[src/rtl/host_cmd_pkg.sv]
// host_cmd_pkg: shared definitions for the UART register/ALU command protocol.
// The opcodes, command-type encoding and frame lengths are shared with the
// system controller's decoder, so this package must stay in step with it.
package host_cmd_pkg;

    // Frame opcodes (first byte of each frame)
    localparam logic [7:0] CMD_REG_WR  = 8'hAA;
    localparam logic [7:0] CMD_REG_RD  = 8'hBB;
    localparam logic [7:0] CMD_ALU_OP  = 8'hCC;
    localparam logic [7:0] CMD_ALU_NOP = 8'hDD;

    typedef enum logic [1:0] {
        TYPE_REG_WR  = 2'd0,
        TYPE_REG_RD  = 2'd1,
        TYPE_ALU_OP  = 2'd2,
        TYPE_ALU_NOP = 2'd3
    } cmd_type_e;

    typedef enum logic [1:0] {
        ST_IDLE     = 2'd0,
        ST_SEND     = 2'd1,
        ST_WAIT_RSP = 2'd2,
        ST_RESP     = 2'd3
    } state_e;

    // Frame lengths in bytes, opcode included
    localparam logic [2:0] LEN_REG_WR  = 3'd3;
    localparam logic [2:0] LEN_REG_RD  = 3'd2;
    localparam logic [2:0] LEN_ALU_OP  = 3'd4;
    localparam logic [2:0] LEN_ALU_NOP = 3'd2;

    function automatic logic [2:0] frame_len(cmd_type_e t);
        case (t)
            TYPE_REG_WR: return LEN_REG_WR;
            TYPE_REG_RD: return LEN_REG_RD;
            TYPE_ALU_OP: return LEN_ALU_OP;
            default:     return LEN_ALU_NOP;
        endcase
    endfunction

    function automatic logic [7:0] opcode(cmd_type_e t);
        case (t)
            TYPE_REG_WR: return CMD_REG_WR;
            TYPE_REG_RD: return CMD_REG_RD;
            TYPE_ALU_OP: return CMD_ALU_OP;
            default:     return CMD_ALU_NOP;
        endcase
    endfunction

endpackage

[src/rtl/host_cmd_master_if.sv]
// host_cmd_master_if: command request, tx byte stream, rx byte stream and
// response signals of the host command master, bundled for one connection.
interface host_cmd_master_if #(
    parameter int DATA_WIDTH = 8,
    parameter int ADDR_WIDTH = 4
);
    logic                   cmd_valid;
    logic                   cmd_ready;
    host_cmd_pkg::cmd_type_e cmd_type;
    logic [ADDR_WIDTH-1:0]  cmd_addr;
    logic [DATA_WIDTH-1:0]  cmd_data;
    logic [DATA_WIDTH-1:0]  cmd_op_a;
    logic [DATA_WIDTH-1:0]  cmd_op_b;
    logic [3:0]             cmd_alu_fun;
    logic [DATA_WIDTH-1:0]  tx_data;
    logic                   tx_valid;
    logic                   tx_ready;
    logic [DATA_WIDTH-1:0]  rx_data;
    logic                   rx_valid;
    logic                   rsp_valid;
    logic [DATA_WIDTH-1:0]  rsp_data;
    logic                   rsp_err;
    logic                   stray_rx;

    modport master (
        input  cmd_valid, cmd_type, cmd_addr, cmd_data, cmd_op_a, cmd_op_b,
               cmd_alu_fun, tx_ready, rx_data, rx_valid,
        output cmd_ready, tx_data, tx_valid, rsp_valid, rsp_data, rsp_err,
               stray_rx
    );

    modport slave (
        output cmd_valid, cmd_type, cmd_addr, cmd_data, cmd_op_a, cmd_op_b,
               cmd_alu_fun, tx_ready, rx_data, rx_valid,
        input  cmd_ready, tx_data, tx_valid, rsp_valid, rsp_data, rsp_err,
               stray_rx
    );
endinterface

[src/rtl/host_cmd_master_rsp_timer.sv]
// rsp_timer: response wait counter. Cleared on entry to the wait state,
// counts enabled cycles and flags the last allowed cycle of the wait window.
module rsp_timer #(
    parameter int TIMEOUT_CYCLES = 65535
) (
    input  logic clk,
    input  logic rst,
    input  logic clr_i,
    input  logic en_i,
    output logic term_o
);
    localparam int CW = $clog2(TIMEOUT_CYCLES + 1);

    logic [CW-1:0] cnt_q, cnt_d;

    // Terminal on the TIMEOUT_CYCLES-th cycle spent waiting (count starts at 0)
    assign term_o = (cnt_q == CW'(TIMEOUT_CYCLES - 1));

    // Next count: clear wins, then saturate at terminal
    always_comb begin
        cnt_d = cnt_q;
        if (clr_i)
            cnt_d = '0;
        else if (en_i && !term_o)
            cnt_d = cnt_q + CW'(1);
    end

    // Count register
    always_ff @(posedge clk or posedge rst) begin
        if (rst) cnt_q <= '0;
        else     cnt_q <= cnt_d;
    end
endmodule

[src/rtl/host_cmd_master.sv]
// host_cmd_master: serializes one command into a UART frame and returns the
// single-byte response. Optional response timeout: HOST_CMD_MASTER_TIMEOUT_EN.
module host_cmd_master
    import host_cmd_pkg::*;
#(
    parameter int DATA_WIDTH     = 8,
    parameter int ADDR_WIDTH     = 4,
    parameter int TIMEOUT_CYCLES = 65535
) (
    input logic               clk,
    input logic               rst,
    host_cmd_master_if.master bus
);
    state_e                state_q;
    logic                  cmd_ready_q;
    logic                  tx_valid_q;
    logic [DATA_WIDTH-1:0] tx_data_q;
    logic                  rsp_valid_q;
    logic [DATA_WIDTH-1:0] rsp_data_q;
    logic                  is_wr_q;
    logic [1:0]            idx_q;
    logic [1:0]            last_q;
    logic [DATA_WIDTH-1:0] frame_q [1:3];
    logic [DATA_WIDTH-1:0] frame_d [0:3];
    logic                  accept, tx_hs, last_hs, tmr_term;

    assign accept  = (state_q == ST_IDLE) && bus.cmd_valid && cmd_ready_q;
    assign tx_hs   = (state_q == ST_SEND) && bus.tx_ready;
    assign last_hs = tx_hs && (idx_q == last_q);

    // Frame bytes for the command on the request bus; unused slots are zero
    always_comb begin
        for (int i = 0; i < 4; i++) frame_d[i] = '0;
        frame_d[0] = DATA_WIDTH'(opcode(bus.cmd_type));
        case (bus.cmd_type)
            TYPE_REG_WR: begin
                frame_d[1] = DATA_WIDTH'(bus.cmd_addr);
                frame_d[2] = bus.cmd_data;
            end
            TYPE_REG_RD:
                frame_d[1] = DATA_WIDTH'(bus.cmd_addr);
            TYPE_ALU_OP: begin
                frame_d[1] = bus.cmd_op_a;
                frame_d[2] = bus.cmd_op_b;
                frame_d[3] = DATA_WIDTH'(bus.cmd_alu_fun);
            end
            default:
                frame_d[1] = DATA_WIDTH'(bus.cmd_alu_fun);
        endcase
    end

    // Capture the remaining frame bytes at accept; byte 0 goes straight to tx_data
    always_ff @(posedge clk) begin
        if (accept)
            for (int i = 1; i < 4; i++) frame_q[i] <= frame_d[i];
    end

`ifdef HOST_CMD_MASTER_TIMEOUT_EN
    logic rsp_err_q;

    rsp_timer #(.TIMEOUT_CYCLES(TIMEOUT_CYCLES)) u_rsp_timer (
        .clk    (clk),
        .rst    (rst),
        .clr_i  (last_hs && !is_wr_q),
        .en_i   (state_q == ST_WAIT_RSP),
        .term_o (tmr_term)
    );
    assign bus.rsp_err = rsp_err_q;
`else
    assign tmr_term    = 1'b0;
    assign bus.rsp_err = 1'b0;
`endif

    // Main FSM with registered handshake and response outputs
    always_ff @(posedge clk or posedge rst) begin
        if (rst) begin
            state_q     <= ST_IDLE;
            cmd_ready_q <= 1'b1;
            tx_valid_q  <= 1'b0;
            tx_data_q   <= '0;
            rsp_valid_q <= 1'b0;
            rsp_data_q  <= '0;
            is_wr_q     <= 1'b0;
            idx_q       <= '0;
            last_q      <= '0;
`ifdef HOST_CMD_MASTER_TIMEOUT_EN
            rsp_err_q   <= 1'b0;
`endif
        end else begin
            rsp_valid_q <= 1'b0;
            case (state_q)
                ST_IDLE: if (accept) begin
                    is_wr_q     <= (bus.cmd_type == TYPE_REG_WR);
                    last_q      <= 2'(frame_len(bus.cmd_type) - 3'd1);
                    idx_q       <= '0;
                    tx_data_q   <= frame_d[0];
                    tx_valid_q  <= 1'b1;
                    cmd_ready_q <= 1'b0;
                    state_q     <= ST_SEND;
                end
                ST_SEND: if (last_hs) begin
                    tx_valid_q <= 1'b0;
                    tx_data_q  <= '0;
                    if (is_wr_q) begin
                        rsp_valid_q <= 1'b1;
                        rsp_data_q  <= '0;
`ifdef HOST_CMD_MASTER_TIMEOUT_EN
                        rsp_err_q   <= 1'b0;
`endif
                        state_q     <= ST_RESP;
                    end else begin
                        state_q <= ST_WAIT_RSP;
                    end
                end else if (tx_hs) begin
                    idx_q     <= idx_q + 2'd1;
                    tx_data_q <= frame_q[idx_q + 2'd1];
                end
                // A response byte on the terminal cycle beats the timeout
                ST_WAIT_RSP: if (bus.rx_valid) begin
                    rsp_valid_q <= 1'b1;
                    rsp_data_q  <= bus.rx_data;
`ifdef HOST_CMD_MASTER_TIMEOUT_EN
                    rsp_err_q   <= 1'b0;
`endif
                    state_q     <= ST_RESP;
                end else if (tmr_term) begin
                    rsp_valid_q <= 1'b1;
                    rsp_data_q  <= '0;
`ifdef HOST_CMD_MASTER_TIMEOUT_EN
                    rsp_err_q   <= 1'b1;
`endif
                    state_q     <= ST_RESP;
                end
                default: begin
                    cmd_ready_q <= 1'b1;
                    state_q     <= ST_IDLE;
                end
            endcase
        end
    end

    assign bus.cmd_ready = cmd_ready_q;
    assign bus.tx_valid  = tx_valid_q;
    assign bus.tx_data   = tx_data_q;
    assign bus.rsp_valid = rsp_valid_q;
    assign bus.rsp_data  = rsp_data_q;
    // Bytes outside the wait state are dropped and flagged in the same cycle
    assign bus.stray_rx  = !rst && bus.rx_valid && (state_q != ST_WAIT_RSP);
endmodule

[src/flat_wrapper.sv]
// flat-port wrapper written by rule: the top's interface ports become plain ports
module host_cmd_master_flat import host_cmd_pkg::*;
#(
    parameter int DATA_WIDTH     = 8,
    parameter int ADDR_WIDTH     = 4,
    parameter int TIMEOUT_CYCLES = 65535
)
  (clk, rst, bus_cmd_valid, bus_cmd_type, bus_cmd_addr, bus_cmd_data, bus_cmd_op_a, bus_cmd_op_b, bus_cmd_alu_fun, bus_tx_ready, bus_rx_data, bus_rx_valid, bus_cmd_ready, bus_tx_data, bus_tx_valid, bus_rsp_valid, bus_rsp_data, bus_rsp_err, bus_stray_rx);
  host_cmd_master_if #(.DATA_WIDTH(DATA_WIDTH), .ADDR_WIDTH(ADDR_WIDTH)) bus_i ();
  input logic clk;
  input logic rst;
  input wire logic [$bits(bus_i.cmd_valid)-1:0] bus_cmd_valid;
  input wire logic [$bits(bus_i.cmd_type)-1:0] bus_cmd_type;
  input wire logic [$bits(bus_i.cmd_addr)-1:0] bus_cmd_addr;
  input wire logic [$bits(bus_i.cmd_data)-1:0] bus_cmd_data;
  input wire logic [$bits(bus_i.cmd_op_a)-1:0] bus_cmd_op_a;
  input wire logic [$bits(bus_i.cmd_op_b)-1:0] bus_cmd_op_b;
  input wire logic [$bits(bus_i.cmd_alu_fun)-1:0] bus_cmd_alu_fun;
  input wire logic [$bits(bus_i.tx_ready)-1:0] bus_tx_ready;
  input wire logic [$bits(bus_i.rx_data)-1:0] bus_rx_data;
  input wire logic [$bits(bus_i.rx_valid)-1:0] bus_rx_valid;
  output wire logic [$bits(bus_i.cmd_ready)-1:0] bus_cmd_ready;
  output wire logic [$bits(bus_i.tx_data)-1:0] bus_tx_data;
  output wire logic [$bits(bus_i.tx_valid)-1:0] bus_tx_valid;
  output wire logic [$bits(bus_i.rsp_valid)-1:0] bus_rsp_valid;
  output wire logic [$bits(bus_i.rsp_data)-1:0] bus_rsp_data;
  output wire logic [$bits(bus_i.rsp_err)-1:0] bus_rsp_err;
  output wire logic [$bits(bus_i.stray_rx)-1:0] bus_stray_rx;
  assign bus_i.cmd_valid = bus_cmd_valid;
  assign bus_i.cmd_type = bus_cmd_type;
  assign bus_i.cmd_addr = bus_cmd_addr;
  assign bus_i.cmd_data = bus_cmd_data;
  assign bus_i.cmd_op_a = bus_cmd_op_a;
  assign bus_i.cmd_op_b = bus_cmd_op_b;
  assign bus_i.cmd_alu_fun = bus_cmd_alu_fun;
  assign bus_i.tx_ready = bus_tx_ready;
  assign bus_i.rx_data = bus_rx_data;
  assign bus_i.rx_valid = bus_rx_valid;
  assign bus_cmd_ready = bus_i.cmd_ready;
  assign bus_tx_data = bus_i.tx_data;
  assign bus_tx_valid = bus_i.tx_valid;
  assign bus_rsp_valid = bus_i.rsp_valid;
  assign bus_rsp_data = bus_i.rsp_data;
  assign bus_rsp_err = bus_i.rsp_err;
  assign bus_stray_rx = bus_i.stray_rx;
  host_cmd_master #(.DATA_WIDTH(DATA_WIDTH), .ADDR_WIDTH(ADDR_WIDTH), .TIMEOUT_CYCLES(TIMEOUT_CYCLES)) u_core (.clk(clk), .rst(rst), .bus(bus_i));
endmodule
[config.mk]
export PLATFORM = sky130hd
export DESIGN_NAME = host_cmd_master_flat
export DESIGN_NICKNAME = d
export VERILOG_FILES = /design/src/rtl/host_cmd_pkg.sv /design/src/rtl/host_cmd_master_if.sv /design/src/rtl/host_cmd_master_rsp_timer.sv /design/src/rtl/host_cmd_master.sv /design/src/flat_wrapper.sv
export SDC_FILE = /design/constraint.sdc
export NUM_CORES = 1
export LEC_CHECK = 0
export ABC_AREA = 1
export BUFFER_PORTS_ARGS = -buffer_cell sky130_fd_sc_hd__buf_2
export CAP_MARGIN = 5
export CORE_MARGIN = 5
export CORE_UTILIZATION = 48
export DETAILED_ROUTE_END_ITERATION = 10
export PLACE_DENSITY = 0.75
export SYNTH_ARGS = -nofsm -noshare
export SYNTH_HDL_FRONTEND = slang
export SYNTH_SLANG_ARGS = --single-unit
[constraint.sdc]
create_clock -name clk -period 3.15 [get_ports clk]
set_input_delay 0.945 -clock clk [delete_from_list [all_inputs] [get_ports clk]]
set_output_delay 0.945 -clock clk [all_outputs]
set_load 0.01 [all_outputs]
Yosys cells after proc, flatten, opt, wreduce, memory -nomap -nowiden

Memory sizes are Yosys's and may differ from the RTL's.
Cells that the tools add are included.

Bits of input ports: 47
Bits in writable memories: 24
Output and inout bits: 21
Word-level logic and storage cells: 81
Memories kept: 1
Register bits: 26

Multiplexer cells: 35
Add/sub/neg operators: 2
Bitwise operators: 1
Eq/ne operators: 13
Reduce and logical (&&, ||, !) cells: 20

Memories:

| name           | words | bits a word | read ports | clocked after Yosys merged registers in | write ports | line                  | RTL |
|---|---|---|---|---|---|---|---|
| u_core.frame_q | 3     | 8           | 1          | 0                                       | 3           | host_cmd_master.sv:23 | `logic [DATA_WIDTH-1:0] frame_q [1:3];` |

Operators by type and width:

| cell                | number |
|---|---|
| $pmux 8 s2          | 4 |
| $mux 8              | 6 |
| $pmux 7 s3          | 1 |
| $mux 2              | 8 |
| $mux 1              | 9 |
| $reduce_and 3->1    | 3 |
| $ne 2x1->1 const B  | 4 |
| $pmux 2 s2          | 2 |
| $reduce_and 4->1    | 2 |
| $logic_and 1x1->1   | 6 |
| $ne 2x2->1 const B  | 3 |
| $pmux 1 s2          | 3 |
| $pmux 2 s3          | 1 |
| $eq 2x1->1 const B  | 2 |
| $eq 2x2->1 const B  | 2 |
| $logic_not 2->1     | 2 |
| $mux 4              | 1 |
| $reduce_and 2->1    | 2 |
| $reduce_bool 2->1   | 2 |
| $reduce_or 2->1     | 2 |
| $ne 3x1->1 const B  | 1 |
| $add 2x1->2 const B | 1 |
| $eq 2x2->1          | 1 |
| $sub 2x1->2 const B | 1 |
| other kinds (2)     | 2 |

Logic depth before layout (Yosys ltp)

Depth after elaboration: 6
Mapped depth: 9
Depth with buffers taken out: 9

Worst setup path after synthesis

No wires, ideal clock.

Kind: input -> register
Start: input port bus_cmd_valid
End: register u_core.last_q[0]
Setup slack: 660 ps
Path buffers: 0
Data required time: 3064 ps
Setup time: 86 ps
Stages on the path: 5
Data arrival time: 2404 ps
Cells stage by stage: nand2_1 -> nor2_1 -> inv_1 -> nor2_1 -> o21bai_1

Longest elaborated chain between the ends: 3

RTL lines:

| item                              | line                  | RTL |
|---|---|---|
| from (decl)                       | flat_wrapper.sv:12    | `input wire logic [$bits(bus_i.cmd_valid)-1:0] bus_cmd_valid;` |
| $logic_and 1x1->1 (2 in series)   | host_cmd_master.sv:27 | `assign accept = (state_q == ST_IDLE) && bus.cmd_valid && cmd_ready_q;` |
| named net u_core.accept           | host_cmd_master.sv:25 | `logic accept, tx_hs, last_hs, tmr_term;` |
| $reduce_and 2->1 (no source line) | -                     |  |
| to (signal assigned)              | host_cmd_master.sv:94 | `last_q <= 2'(frame_len(bus.cmd_type) - 3'd1);` |
| to (decl)                         | host_cmd_master.sv:22 | `logic [1:0] last_q;` |

The timed path passes the listed nets, and every way through them passes these cells.
A chain may end at the register's enable or synchronous reset.

Final worst setup path

Start: register u_core.state_q[0]
End: output port bus_stray_rx

Longest elaborated chain between the ends: 2

RTL lines:

| item                   | line                   | RTL |
|---|---|---|
| from (decl)            | host_cmd_master.sv:14  | `state_e state_q;` |
| from (signal assigned) | host_cmd_master.sv:77  | `state_q <= ST_IDLE;` |
| from (signal assigned) | host_cmd_master.sv:99  | `state_q <= ST_SEND;` |
| from (signal assigned) | host_cmd_master.sv:110 | `state_q <= ST_RESP;` |
| $ne 2x2->1             | host_cmd_master.sv:148 | `assign bus.stray_rx = !rst && bus.rx_valid && (state_q != ST_WAIT_RSP);` |
| $logic_and 1x1->1      | host_cmd_master.sv:148 |  |
| to (decl)              | flat_wrapper.sv:28     | `output wire logic [$bits(bus_i.stray_rx)-1:0] bus_stray_rx;` |

Every way passes these cells.

==> metrics.txt <==
layout cells sized above 1 0.234; Area contributors post-synth dfrtp_1 26%, edfxtp_1 25%, nand2_1 15%; # DRC 0; RSZ-0062 raised after global routing false; initial antenna violation count 0; Mapped Nets 338; Initial Util 0.501; CP arrival 1.50 ns; First-pass DRT Iterations 4; Mapped Cells ~290; #FFs+latches synth 46; fin crit share 0.777; final instance area between 2000 and 3000 sq um; Post-synth ARST share 0.565; Die X 80.4 um; DP HPWL 4.00 mm; final setup fails 0; crit path kind reg2out; largest net degree at the start of global routing 27; Worst Max-Slew Pin Slew 0.568 ns; fin crit period 2.45 ns; later-pin clock latency in the skew report ~0.29 ns; Sequential Power Share 0.395; Fin. Hold Viols 0; n_diodes 0; quantity of hold-fixing buffers added after cts 0; crit path max fanout 13; Critical Path RT 2.20 ns; count leader, synth nand2_1; Clock Path Buffers 2; cts bufs inserted 5; Sw Ratio 0.418; gr usage total 0.164; commonest cells in the netlist 96 x nand2_1, 35 x inv_1, 34 x nand3_1; row count 25; total gr overflow 0; I/O pin count 68; top_reg_cell synth dfrtp_1; Power Total 0.00237 W; CTS sink count 46; distinct cell type count after synthesis 27; yosys warns 0; vias in the first global route 1899; Final #Nets 404; global-route wire length before repair a little over 8 mm; Final Util 0.598; Seq/Total Area, Yosys 0.526; postcts setup bufs 0; FF/Latch Area ~1300 sq um; post-synth top area cell dfrtp_1; worst min path class reg2reg; PwrDens roughly 830 nW/um^2; CP Launch Type flip-flop; Starting DRT DRC Count between 100 and 150; number of gates resized after cts 0; RD Place Congestion between 0.8 and 0.9; Yosys top cell area share 0.263; P_int 0.00138 W; Core ar. 4750 sq um; Area Overhead vs Synth 19.5%; H-tree level count 2; count of pins over their slew limit 0; CTS tree built; Fillers 450; clk_skew about 0.007 ns; synthesized area 2380 sq um; via count a little over 2000; number of max-cap violations 0; Port Buffers 66; Setup TNS 0 ns; leakage about 1.5 nW; Clock power frac 0.150; Net Sw Power 0.000989 W; CTS clk-pin slew, worst paths roughly 0.080 ns; Post-synth EDFFs 20; die area about 6500 sq um; fmax ~410 MHz; Via-to-Cell Ratio approximately 5; Post-Route WL 5.07 mm; crit end category primary output; CTS root buf clkbuf_8; Slew Limit Headroom 0.620; placed cell area approximately 2800 sq um; peak supply drop 0.345 mV; Multi-input gate area 932 sq um; Die Span Y 80.4 um; hold_ws 0.468 ns; status finished, final reports clean; combinational fraction of design power 0.455; WL per Instance 12.0 um; Post-DRT Antenna Nets 0; Avg Cell Area, Syn 8.29 sq um
[placed cells by master, fill, tap and decap left out, drive strengths merged]
cell type	Yosys	final
a21oi	11	11
conb	1	1
nor2	19	19
clkinv	1	2
edfxtp	20	20
dfrtp	25	25
ha	4	4
nand4	10	10
clkbuf	7	7
a21boi	1	1
o22ai	1	1
nor3	1	1
inv	36	36
buf	2	68
dfstp	1	1
nand3	36	36
and2	1	1
o211ai	4	4
nand2	98	98
o21ai	6	6
o21bai	2	2
[critical path, cell delays in order, from the launching register on]
cell,delay [ns]
dfrtp_1,0.40
inv_1,0.08
ha_1,0.36
nor3_1,0.22
buf_2,0.16
[layout make-up]
| type | instances | share of cell area |
|---|---|---|
| clock buffer | 7 | 0.0304 |
| clock inverter | 1 | 0.00176 |
| inverter | 37 | 0.0488 |
| multi-input combinational | 195 | 0.328 |
| sequential | 46 | 0.440 |
| tap | 67 | 0.0295 |
| timing repair buffer | 68 | 0.121 |
[through the flow]
step | setup WS, ns | std cells
floorplan | 0.660 | 287
global placement | 0.852 | 413
detailed placement | 0.839 | 413
CTS | 0.694 | 421
global route | 0.589 | 421
finish | 0.704 | 421
[logic make-up after synthesis]
family / synth area share
adders and majority gates: 0.0210
buffers and inverters: 0.0831
other: 0.00158
AOI/OAI and AO/OA: 0.0620
DFF: 0.526
and+or+nand+nor: 0.306
[sequential cells by signal (all words and copies together) (netlist names)]
| register | cells |
|---|---|
| u_core.bus.rsp_data | 8 |
| u_core.idx_q | 2 |
| u_core.bus.cmd_ready | 1 |
| u_core.bus.rsp_valid | 1 |
| u_core.frame_q | 20 |
| u_core.last_q | 2 |
| u_core.is_wr_q | 1 |
| u_core.bus.tx_data | 8 |
| u_core.bus.tx_valid | 1 |
| u_core.state_q | 2 |
[power by group through the flow]
| stage | clock network, W | registers [W] | logic (W) |
|---|---|---|---|
| finish | 0.000356 | 0.000935 | 0.00108 |
| CTS | 0.000361 | 0.000936 | 0.00109 |
| global route | 0.000391 | 0.000958 | 0.00123 |
| detailed placement | 0 | 0.000948 | 0.00108 |
| floorplan | 0 | 0.000970 | 0.000771 |
| global placement | 0 | 0.000944 | 0.00106 |
[path summary, 6_finish.rpt]
check	start	end	slack, ns	cells after the start
worst min-delay path	u_core.bus.rsp_data[2]	u_core.bus.rsp_data[2]	0.47	2
max in group asynchronous	rst	u_core.bus.cmd_ready	2.15	3
worst max-delay path	u_core.state_q[0]	bus_stray_rx	0.70	4
worst min register to register	u_core.bus.rsp_data[2]	u_core.bus.rsp_data[2]	0.47	2
worst max register to register	u_core.state_q[1]	u_core.bus.rsp_data[7]	1.13	9
min in group asynchronous	rst	u_core.bus.tx_valid	0.71	3
[per-layer routing]
metal | GRT usage | vias up | routed length, um
li1 | - | 1058 | -
met1 | 0.217 | 920 | 2310
met2 | 0.262 | 75 | 2280
met3 | 0.0381 | 9 | 404
met4 | 0.0608 | 0 | 78
met5 | 0 | - | 0
(Power assumes the default switching activity.)
